==> config.mk <==
export PLATFORM = sky130hd
export DESIGN_NAME = halflife_decay_timer
export DESIGN_NICKNAME = d
export VERILOG_FILES = /design/src/rtl/halflife_pkg.sv /design/src/rtl/halflife_tick_gen.sv /design/src/rtl/halflife_decay_timer.sv
export SDC_FILE = /design/constraint.sdc
export NUM_CORES = 1
export LEC_CHECK = 0
export ABC_AREA = 1
export CAP_MARGIN = 20
export CORE_ASPECT_RATIO = 1.2
export CORE_MARGIN = 5
export CORE_UTILIZATION = 24
export DETAILED_ROUTE_END_ITERATION = 10
export HOLD_SLACK_MARGIN = 0.08
export PLACE_DENSITY = 0.47
export SYNTH_ARGS = -nofsm -noshare
export SYNTH_HDL_FRONTEND = slang
export SYNTH_SLANG_ARGS = --single-unit
export TNS_END_PERCENT = 5
==> constraint.sdc <==
create_clock -name clk -period 3.1 [get_ports clk]
set_input_delay 0.31 -clock clk [delete_from_list [all_inputs] [get_ports clk]]
set_output_delay 0.31 -clock clk [all_outputs]
set_load 0.05 [all_outputs]
==> src/rtl/halflife_pkg.sv <==
// Shared state encoding and default widths for the half-life decay timer.
package halflife_pkg;

  localparam int unsigned HL_WIDTH = 8;
  localparam int unsigned HL_PW    = 8;
  localparam int unsigned HL_HW    = 4;

  typedef enum logic [1:0] {
    HL_IDLE,
    HL_RUN,
    HL_DONE
  } hl_state_e;

endpackage

==> src/rtl/halflife_tick_gen.sv <==
// Period counter: emits a one-cycle tick on the enabled cycle where the count is period-1.
module halflife_tick_gen
  import halflife_pkg::*;
#(
  parameter int unsigned PW = HL_PW
) (
  input  logic          clk,
  input  logic          rst,
  input  logic          i_clr,
  input  logic          i_en,
  input  logic [PW-1:0] i_period,
  output logic          o_tick
);

  logic [PW-1:0] r_cnt;
  logic          w_wrap;

  // i_period is never 0 here; the top maps 0 to 1 on load.
  assign w_wrap = (r_cnt == (i_period - {{(PW-1){1'b0}}, 1'b1}));
  assign o_tick = i_en && w_wrap;

  always_ff @(posedge clk or negedge rst) begin
    if (!rst) begin
      r_cnt <= '0;
    end else if (i_clr) begin
      r_cnt <= '0;
    end else if (i_en) begin
      r_cnt <= w_wrap ? '0 : r_cnt + {{(PW-1){1'b0}}, 1'b1};
    end
  end

endmodule

==> src/rtl/halflife_decay_timer.sv <==
// Exponential-decay timer: halves the activity every period cycles until it reaches the threshold.
// Optional HALFLIFE_THRESH_EN adds a thresh input; otherwise the threshold is 0.
module halflife_decay_timer
  import halflife_pkg::*;
#(
  parameter int unsigned WIDTH = HL_WIDTH,
  parameter int unsigned PW    = HL_PW,
  parameter int unsigned HW    = HL_HW
) (
  input  logic             clk,
  input  logic             rst,
  input  logic             load,
  input  logic             start,
  input  logic             pause,
  input  logic [WIDTH-1:0] act_in,
  input  logic [PW-1:0]    period_in,
`ifdef HALFLIFE_THRESH_EN
  input  logic [WIDTH-1:0] thresh,
`endif
  output logic [WIDTH-1:0] act_out,
  output logic [HW-1:0]    halves_out,
  output logic             busy,
  output logic             done
);

  hl_state_e        r_state, w_state_nxt;
  logic [WIDTH-1:0] r_act, w_act_nxt;
  logic [PW-1:0]    r_period, w_period_nxt;
  logic [HW-1:0]    r_halves, w_halves_nxt;
  logic             r_done, w_done_nxt;
  logic             w_tick;
  logic [WIDTH-1:0] w_thresh;
  logic [WIDTH-1:0] w_half;

`ifdef HALFLIFE_THRESH_EN
  assign w_thresh = thresh;
`else
  assign w_thresh = '0;
`endif

  assign w_half = r_act >> 1;

  halflife_tick_gen #(
    .PW(PW)
  ) u_tick_gen (
    .clk     (clk),
    .rst     (rst),
    .i_clr   (load || (r_state != HL_RUN)),
    .i_en    ((r_state == HL_RUN) && !pause),
    .i_period(r_period),
    .o_tick  (w_tick)
  );

  always_comb begin
    w_state_nxt  = r_state;
    w_act_nxt    = r_act;
    w_period_nxt = r_period;
    w_halves_nxt = r_halves;
    w_done_nxt   = 1'b0;
    if (load) begin
      w_state_nxt  = HL_IDLE;
      w_act_nxt    = act_in;
      w_period_nxt = (period_in == '0) ? {{(PW-1){1'b0}}, 1'b1} : period_in;
      w_halves_nxt = '0;
    end else begin
      case (r_state)
        HL_IDLE: begin
          if (start) begin
            if (r_act <= w_thresh) begin
              w_state_nxt = HL_DONE;
              w_done_nxt  = 1'b1;
            end else begin
              w_state_nxt = HL_RUN;
            end
          end
        end
        HL_RUN: begin
          if (w_tick) begin
            w_act_nxt = w_half;
            if (r_halves != '1) w_halves_nxt = r_halves + {{(HW-1){1'b0}}, 1'b1};
            if (w_half <= w_thresh) begin
              w_state_nxt = HL_DONE;
              w_done_nxt  = 1'b1;
            end
          end
        end
        HL_DONE: ;
        default: w_state_nxt = HL_IDLE;
      endcase
    end
  end

  always_ff @(posedge clk or negedge rst) begin
    if (!rst) begin
      r_state  <= HL_IDLE;
      r_act    <= '0;
      r_period <= {{(PW-1){1'b0}}, 1'b1};
      r_halves <= '0;
      r_done   <= 1'b0;
    end else begin
      r_state  <= w_state_nxt;
      r_act    <= w_act_nxt;
      r_period <= w_period_nxt;
      r_halves <= w_halves_nxt;
      r_done   <= w_done_nxt;
    end
  end

  assign act_out    = r_act;
  assign halves_out = r_halves;
  assign busy       = (r_state == HL_RUN);
  assign done       = r_done;

endmodule

## Yosys cells after proc, flatten, opt, wreduce, memory -nomap -nowiden

Index checks and enable logic that the tools add are counted.

| storage, ports and cells | value |
|---|---|
| word-level logic and storage cells | 56 |
| output and inout port bits | 14 |
| bits of input ports | 21 |
| register bits | 31 |

| cells by class | value |
|---|---|
| $add $sub $neg | 3 |
| eq/ne operators | 9 |
| multiplexer cells | 23 |
| $lt $le $gt $ge | 2 |
| reductions and logical operators | 13 |

Operator list:

| operator | number |
|---|---|
| $mux W8 | 7 |
| $mux W4 | 4 |
| $mux W2 | 5 |
| $add A8 B1 Y8 const B | 1 |
| $eq A8 B8 Y1 | 1 |
| $le A8 B1 Y1 const B | 1 |
| $logic_not A8 Y1 | 1 |
| $reduce_bool A2 Y1 | 4 |
| $sub A8 B1 Y8 const B | 1 |
| $le A7 B1 Y1 const B | 1 |
| $ne A3 B2 Y1 const B | 2 |
| $pmux W2 S3 | 1 |
| $mux W1 | 5 |
| $add A4 B1 Y4 const B | 1 |
| $ne A4 B4 Y1 const B | 1 |
| $reduce_and A4 Y1 | 1 |
| $ne A3 B3 Y1 const B | 1 |
| $reduce_and A3 Y1 | 1 |
| $eq A2 B1 Y1 const B | 1 |
| $eq A2 B2 Y1 const B | 1 |
| $logic_and A1 B1 Y1 | 2 |
| $logic_not A2 Y1 | 1 |
| $ne A2 B1 Y1 const B | 1 |
| $ne A2 B2 Y1 const B | 1 |
| other kinds (4) | 4 |

## Longest topological paths before layout

Gate-level depths: netlist (run 1).

| logic depth | value |
|---|---|
| depth after elaboration | 6 |
| mapped depth | 14 |
| depth with buffers taken out | 14 |

## Cells and area by module

From an unflattened synthesis (run 1), not the netlist that was laid out.

| second synthesis, totals | value |
|---|---|
| cell total of the unflattened synthesis | 283 |
| area, all modules | 1973.1 um^2 |

By module, submodules not included:

| module | area each (um^2) | times used | sequential area each (um^2) | cells each |
|---|---|---|---|---|
| halflife_decay_timer | 1181.1 | 1 | 576.8 | 150 |
| halflife_tick_gen | 792.0 | 1 | 200.2 | 133 |

## Worst setup path before layout (run 1)

No wires, ideal clock.

| timing | value |
|---|---|
| kind | reg-to-reg |
| start | reg r_period[0] |
| end | reg r_act[4] (netlist: act_out[4]) |
| arrival | 1.774 ns |
| path slack | 1.203 ns |
| period minus slack after synthesis | 1.897 ns |
| setup time | 0.123 ns |
| required time | 2.977 ns |
| path buffers | 0 |
| stages on the path, launching flop included | 15 |
| cell sequence | dfstp_2 -> inv_2 -> ha_1 -> inv_1 -> nand2_1 -> nand2_1 -> nand3_1 -> nor2_1 -> nand3_1 -> nor2_4 -> nand2_4 -> nand2_4 -> inv_2 -> nand2_1 -> nand2_1 |

| between the ends | value |
|---|---|
| word-level cells in the longest chain between the ends | 5 |

Ends and longest elaborated chain:

| what | RTL line | RTL |
|---|---|---|
| from (decl) | halflife_decay_timer.sv:28 | `logic [PW-1:0] r_period, w_period_nxt;` |
| from (signal assigned) | halflife_decay_timer.sv:97 | `r_period <= {{(PW-1){1'b0}}, 1'b1};` |
| from (signal assigned) | halflife_decay_timer.sv:103 | `r_period <= w_period_nxt;` |
| $sub A8 B1 Y8 | halflife_tick_gen.sv:19 | `assign w_wrap = (r_cnt == (i_period - {{(PW-1){1'b0}}, 1'b1}));` |
| $eq A8 B8 Y1 | halflife_tick_gen.sv:19 |  |
| $logic_and A1 B1 Y1 | halflife_tick_gen.sv:20 | `assign o_tick = i_en && w_wrap;` |
| $reduce_bool A2 Y1 (no line) | -- |  |
| $reduce_and A2 Y1 (no line) | -- |  |
| to (signal assigned) | halflife_decay_timer.sv:102 | `r_act <= w_act_nxt;` |
| to (decl) | halflife_decay_timer.sv:27 | `logic [WIDTH-1:0] r_act, w_act_nxt;` |

Every way passes these cells.
A chain may end at the register's enable or synchronous reset.

## Final worst setup path (run 1)

Same ends and word-level chain as after synthesis.

==> results of run 1 <==
through the flow:
stage | util [%] | total power, mW
6_report | 31.8 | 1.05
5_1_grt | 31.8 | 1.12
4_1_cts | 31.8 | 1.07
3_5_place_dp | 30.5 | 0.711
3_3_place_gp | 30.5 | 0.710
2_1_floorplan | - | 0.610
cell families (layout without fill, tap and decap cells):
group | count (synthesis) | in the layout | synth area share (%)
adders and majority gates | 3 | 3 | 2.03
DFF | 31 | 31 | 42.0
AOI/OAI and AO/OA | 22 | 22 | 6.55
buffers and inverters | 42 | 85 | 8.58
and+or+nand+nor | 147 | 147 | 36.1
xor gates and xnor gates | 10 | 10 | 4.73
registers in the layout, indices dropped and copies added (netlist names):
signal,count
act_out,8
done,1
u_tick_gen.r_cnt,8
r_state,2
r_period,8
halves_out,4
layout make-up:
cell class	count	share of cell area (%)
clock buffers	8	4.13
well taps	92	4.75
repair buffers	38	15.3
inverters	39	6.04
flip-flops and latches	31	32.0
multi-input cells	182	37.8
power by group through the flow:
| stage | combinational, mW | sequential (mW) | clock, mW |
|---|---|---|---|
| detailed placement | 0.245 | 0.466 | 0 |
| finish | 0.241 | 0.458 | 0.356 |
| CTS | 0.246 | 0.459 | 0.368 |
| global placement | 0.244 | 0.465 | 0 |
| floorplan | 0.115 | 0.495 | 0 |
| global route | 0.270 | 0.463 | 0.386 |
cells in the final DEF (no fill, tap or decap), types with 4 or more instances in the layout:
cell,n
xor2_1,8
buf_4,4
nand2_1,76
clkbuf_8,7
nor3_1,7
o21ai_0,12
nand3_1,31
dfrtp_1,30
inv_2,6
inv_1,32
o22ai_1,6
nor2_1,19
clkdlybuf4s50_1,34
worst paths after layout:
path | start | end | slack, ns | depth (start not counted)
max in group asynchronous | rst | r_period[0] | 2.35 | 2
worst min-delay path | rst | halves_out[0] | 0.43 | 2
worst min register to register | r_period[7] | r_period[7] | 0.50 | 2
worst max register to register | r_period[0] | act_out[4] | 1.03 | 14
min in group clk | r_period[7] | r_period[7] | 0.50 | 2
worst max-delay path | r_period[0] | act_out[4] | 1.03 | 14
metal layers:
metal | track usage, % | part of all wire, % | up-vias
met2 | 19.7 | 54 | 22
met4 | 4.04 | 1.6 | 0
met1 | 11.2 | 42 | 789
li1 | - | - | 890
met5 | 0 | 0 | -
met3 | 2.12 | 2.4 | 6
critical path, delay by kind of cell (launching register included):
kind | cells | cell delay (ns)
simple gates | 10 | 0.88
fa+ha+maj | 1 | 0.32
buf+inv | 3 | 0.19
flops | 1 | 0.56
==> results.sh, run 1 <==
export IMPL_drv_slew=0
export IMPL_nets=321
export IMPL_wire_per_inst_um=12.1
export IMPL_drc=0
export IMPL_synth_top_cells_by_count="nand2_1, inv_1, nand3_1, dfrtp_1, nor2_1"
export IMPL_cts_max_path_buffers=2
export IMPL_yosysWarningCount=0
export IMPL_root_buffer="clkbuf_8"
export IMPL_drv_cap=0
export IMPL_p_comb_share_pct=22.8
export IMPL_ant_nets=0
export IMPL_critPathCaptureType="flop"
export IMPL_insertion_delay_ns=0.28
export IMPL_crit_path_max_incr_delay_ns=0.56
export IMPL_critPathSlowestCell="dfstp_2"
export IMPL_drt_iter0_drc=55
export IMPL_postCtsHoldBufs=0
export IMPL_critPathKind="flop to flop"
export IMPL_post_drt_via_cell_ratio=4.38
export IMPL_crit_required_ns=3.27
export IMPL_design_die_area_um2=9580
export IMPL_multi_input_area_um2=916
export IMPL_critPathArrivalTime_ns=2.24
export IMPL_syn_nets=279
export IMPL_setup_viol=0
export IMPL_ys_types=28
export IMPL_grt_pass1_vias=1810
export IMPL_path_clk_slew_ns=0.07
export IMPL_hold_ws_ns=0.425
export IMPL_seq_area_frac_synth_pct=42.0
export IMPL_num_vias=1707
export IMPL_tightestPinTransition_ns=0.513
export IMPL_min_period_ns=2.07
export IMPL_antenna_found_initial=0
export IMPL_dpl_cell_count=382
export IMPL_p_int_uw=724
export IMPL_period_share_pct=66.8
export IMPL_p_sw_uw=331
export IMPL_pwr_share_seq_pct=43.4
export IMPL_synth_flop_cell="dfrtp_1"
export IMPL_synth_top_area_share_pct=40.5
export IMPL_synth_most_common_cell="nand2_1"
export IMPL_syn_avg_cell_area_um2=7.26
export IMPL_finClkSkew_ns=0.00509
export IMPL_postPlaceCellArea_um2=2320
export IMPL_switching_share_pct=31.4
export IMPL_cts_resized=0
export IMPL_num_antenna_cells=0
export IMPL_drive_gt1_share_pct=10.1
export IMPL_outcome="finished clean"
export IMPL_ys_top_cells_by_area="dfrtp_1, nand2_1, nand3_1"
export IMPL_clock_fmax_mhz=483
export IMPL_leakagePower_nw=1.17
export IMPL_dieWidth_um=90.2
export IMPL_cts_tree="yes"
export IMPL_grt_first_pass_wirelength_um=8180
export IMPL_hp_class="primary input to async pin"
export IMPL_rows=35
export IMPL_die_h_um=106
export IMPL_grt_use_total_pct=10.4
export IMPL_syn_area_um2=1850
export IMPL_postCtsSetupBuffers=0
export IMPL_ioPinCount=35
export IMPL_core_area_um2=7620
export IMPL_synth_top_cell_by_area="dfrtp_1"
export IMPL_final_hold_violation_count=0
export IMPL_synthArstFlopShare_pct=100
export IMPL_start_util_pct=24.3
export IMPL_grt_max_degree=32
export IMPL_io_buffers=34
export IMPL_fillers=870
export IMPL_rsz0062_at_grt="false"
export IMPL_finalWorstSetupSlack_ns=1.03
export IMPL_path_cells="inv_2 -> ha_1 -> inv_1 -> nand2_1 -> nand2_1 -> nand3_1 -> nor2_1 -> nand3_1 -> nor2_4 -> nand2_4 -> nand2_4 -> inv_2 -> nand2_1 -> nand2_1"
export IMPL_clock_power_share_pct=33.8
export IMPL_drt_wl_total_um=4700
export IMPL_synth_edf_count=0
export IMPL_synthCells=255
export IMPL_fin_cells=390
export IMPL_cts_buffers=5
export IMPL_power_density_nw_per_um2=435
export IMPL_start_kind="flop"
export IMPL_grt_overflow_total=0
export IMPL_seqCellArea_um2=777
export IMPL_finalInstanceArea_um2=2420
export IMPL_globalplace_congestion=0.791
export IMPL_cp_max_fo=7
export IMPL_cp_common_cell="nand2_1"
export IMPL_ys_ff_latch=31
export IMPL_h_tree_depth=2
export IMPL_area_delta_synth_final_pct=30.9
export IMPL_ir_drop_mv=0.191
export IMPL_cts_sinks=31
export IMPL_fin_tns_setup_ns=0
export IMPL_place_hpwl_um=3720
export IMPL_timing_slew_headroom_pct=65.7
export IMPL_preCtsSetupSlack_ns=1.00
export IMPL_drtPass1Iterations=4
Note: power is estimated with default switching activity, not from simulation.
==> inputs of run 2 (changes only) <==
Clock period 3.1 ns to 2.1 ns, I/O delays scaled along.
==> run 2 against run 1 <==
Against the previous run: routed wire length decreased by 0.55%; highest routed layer unchanged; register-to-register slack lost 0.93 ns; global-route usage down 0.14 points; count of clock-buffer cells in the layout shrank 1; largest power group unchanged; flip-flop and latch count unchanged; sequential share of layout area shrank 0.73 points.
==> results.sh, run 2 (same netlist as run 1, synthesis figures left out) <==
export IMPL_drv_slew=0
export IMPL_io_buffers=34
export IMPL_timing_slew_headroom_pct=66.3
export IMPL_switching_share_pct=32.6
export IMPL_area_delta_synth_final_pct=34.0
export IMPL_outcome="finished clean"
export IMPL_path_cells="inv_4 -> ha_4 -> nand2_2 -> nand2_1 -> nand3_1 -> nor2_1 -> nand3_1 -> nor2_4 -> nand2_4 -> nand2_4 -> inv_2 -> nand2_1 -> nand2_1"
export IMPL_hp_class="primary input to async pin"
export IMPL_start_kind="flop"
export IMPL_ioPinCount=35
export IMPL_p_comb_share_pct=25.2
export IMPL_antenna_found_initial=0
export IMPL_period_share_pct=95.3
export IMPL_crit_path_max_incr_delay_ns=0.57
export IMPL_grt_pass1_vias=1808
export IMPL_dieWidth_um=90.2
export IMPL_drv_cap=0
export IMPL_p_int_mw=1.01
export IMPL_mostFrequentLayoutCell="nand2_1"
export IMPL_cts_sinks=31
export IMPL_drt_iter0_drc=41
export IMPL_insertion_delay_ns=0.28
export IMPL_p_sw_uw=490
export IMPL_drc=0
export IMPL_finClkSkew_ns=0.00891
export IMPL_grt_first_pass_wirelength_um=8090
export IMPL_crit_required_ns=2.27
export IMPL_cts_max_path_buffers=2
export IMPL_final_cell_mix="nand2_1, clkdlybuf4s50_1, inv_1, dfrtp_1, nand3_1"
export IMPL_cp_common_cell="nand2_1"
export IMPL_postPlaceCellArea_um2=2320
export IMPL_hold_ws_ns=0.314
export IMPL_path_clk_slew_ns=0.07
export IMPL_cts_buffers=5
export IMPL_die_h_um=106
export IMPL_root_buffer="clkbuf_8"
export IMPL_post_drt_via_cell_ratio=4.36
export IMPL_grt_overflow_total=0
export IMPL_num_vias=1712
export IMPL_fillers=849
export IMPL_preCtsSetupSlack_ns=0.0658
export IMPL_num_antenna_cells=0
export IMPL_ir_drop_mv=0.264
export IMPL_grt_use_total_pct=10.3
export IMPL_final_hold_violation_count=0
export IMPL_critPathArrivalTime_ns=2.17
export IMPL_finalInstanceArea_um2=2480
export IMPL_clock_fmax_mhz=500
export IMPL_place_hpwl_um=3570
export IMPL_cts_tree="yes"
export IMPL_clock_power_share_pct=29.8
export IMPL_cp_max_fo=6
export IMPL_critPathSlowestCell="dfstp_2"
export IMPL_fin_total_pwr_mw=1.50
export IMPL_critPathCaptureType="flop"
export IMPL_rows=35
export IMPL_ant_nets=0
export IMPL_setup_viol=0
export IMPL_h_tree_depth=2
export IMPL_drive_gt1_share_pct=13.6
export IMPL_rsz0062_at_grt="true"
export IMPL_tightestPinTransition_ns=0.504
export IMPL_nets=324
export IMPL_drt_wl_total_um=4670
export IMPL_start_util_pct=24.3
export IMPL_finalWorstSetupSlack_ns=0.0994
export IMPL_fin_cells=393
export IMPL_grt_max_degree=32
export IMPL_core_area_um2=7620
export IMPL_power_density_nw_per_um2=606
export IMPL_final_core_utilization_pct=32.6
export IMPL_design_die_area_um2=9580
export IMPL_leakagePower_nw=1.18
export IMPL_globalplace_congestion=0.804
export IMPL_min_period_ns=2.00
export IMPL_wire_per_inst_um=11.9
export IMPL_pwr_share_seq_pct=45.0
export IMPL_drtPass1Iterations=4
export IMPL_critPathKind="flop to flop"
export IMPL_dpl_cell_count=382
export IMPL_fin_tns_setup_ns=0
## run 2: path summary, 6_finish.rpt
path                             startpoint       endpoint  slack [ns]  depth (start not counted)
min in group clk                  act_in[7]     act_out[7]        0.50                          3
worst max-delay path            r_period[0]     act_out[4]         0.1                         13
worst max register to register  r_period[0]     act_out[4]         0.1                         13
worst min register to register  r_period[7]    r_period[7]        0.51                          2
max in group asynchronous               rst    r_period[0]        1.45                          2
worst min-delay path                    rst  halves_out[1]        0.31                          2
## run 2: repair_timing
| action | CTS | global route |
|---|---|---|
| hold buffers | 0 | 0 |
| setup buffers | 0 | 3 |
| gates resized for setup | 0 | 13 |
| setup endpoints to repair | 0 | 23 |
## run 2: worst max-delay path: cells and delay by family, from the launching register on
family                   cells  cell delay (ns)
AND/OR/NAND/NOR             10             0.94
flip-flops                   1             0.57
adder cells (fa/ha/maj)      1             0.27
buffers and inverters        2             0.12
## run 2: layer usage
metal	track usage (%)	vias up	share of wire, %
met2	18.8	20	53
met1	11.5	787	42
met5	0	-	0
li1	-	897	-
met4	3.40	0	1.7
met3	2.69	8	2.7
## run 2: power by group through the flow
stage	combinational (mW)	clock, mW	sequential (mW)
6_report	0.379	0.449	0.677
5_1_grt	0.422	0.495	0.683
4_1_cts	0.362	0.470	0.676
3_5_place_dp	0.360	0	0.686
3_3_place_gp	0.361	0	0.687
2_1_floorplan	0.170	0	0.731
## run 2: layout make-up
cell class | count | area, um^2 | area share, %
Multi-Input combinational cell | 182 | 963 | 38.8
Sequential cell | 31 | 777 | 31.3
Timing Repair Buffer | 41 | 393 | 15.8
Inverter | 39 | 151 | 6.10
Tap cell | 92 | 115 | 4.64
Clock buffer | 7 | 76.3 | 3.08
Clock inverter | 1 | 5.00 | 0.202
==> inputs of run 3 (changes only) <==
Settings changed: CAP_MARGIN 20 to not set, GPL_ROUTABILITY_DRIVEN set to 0.
==> results of run 3 <==
Same layout as run 2: the final DEF is identical, and so are final timing and power.
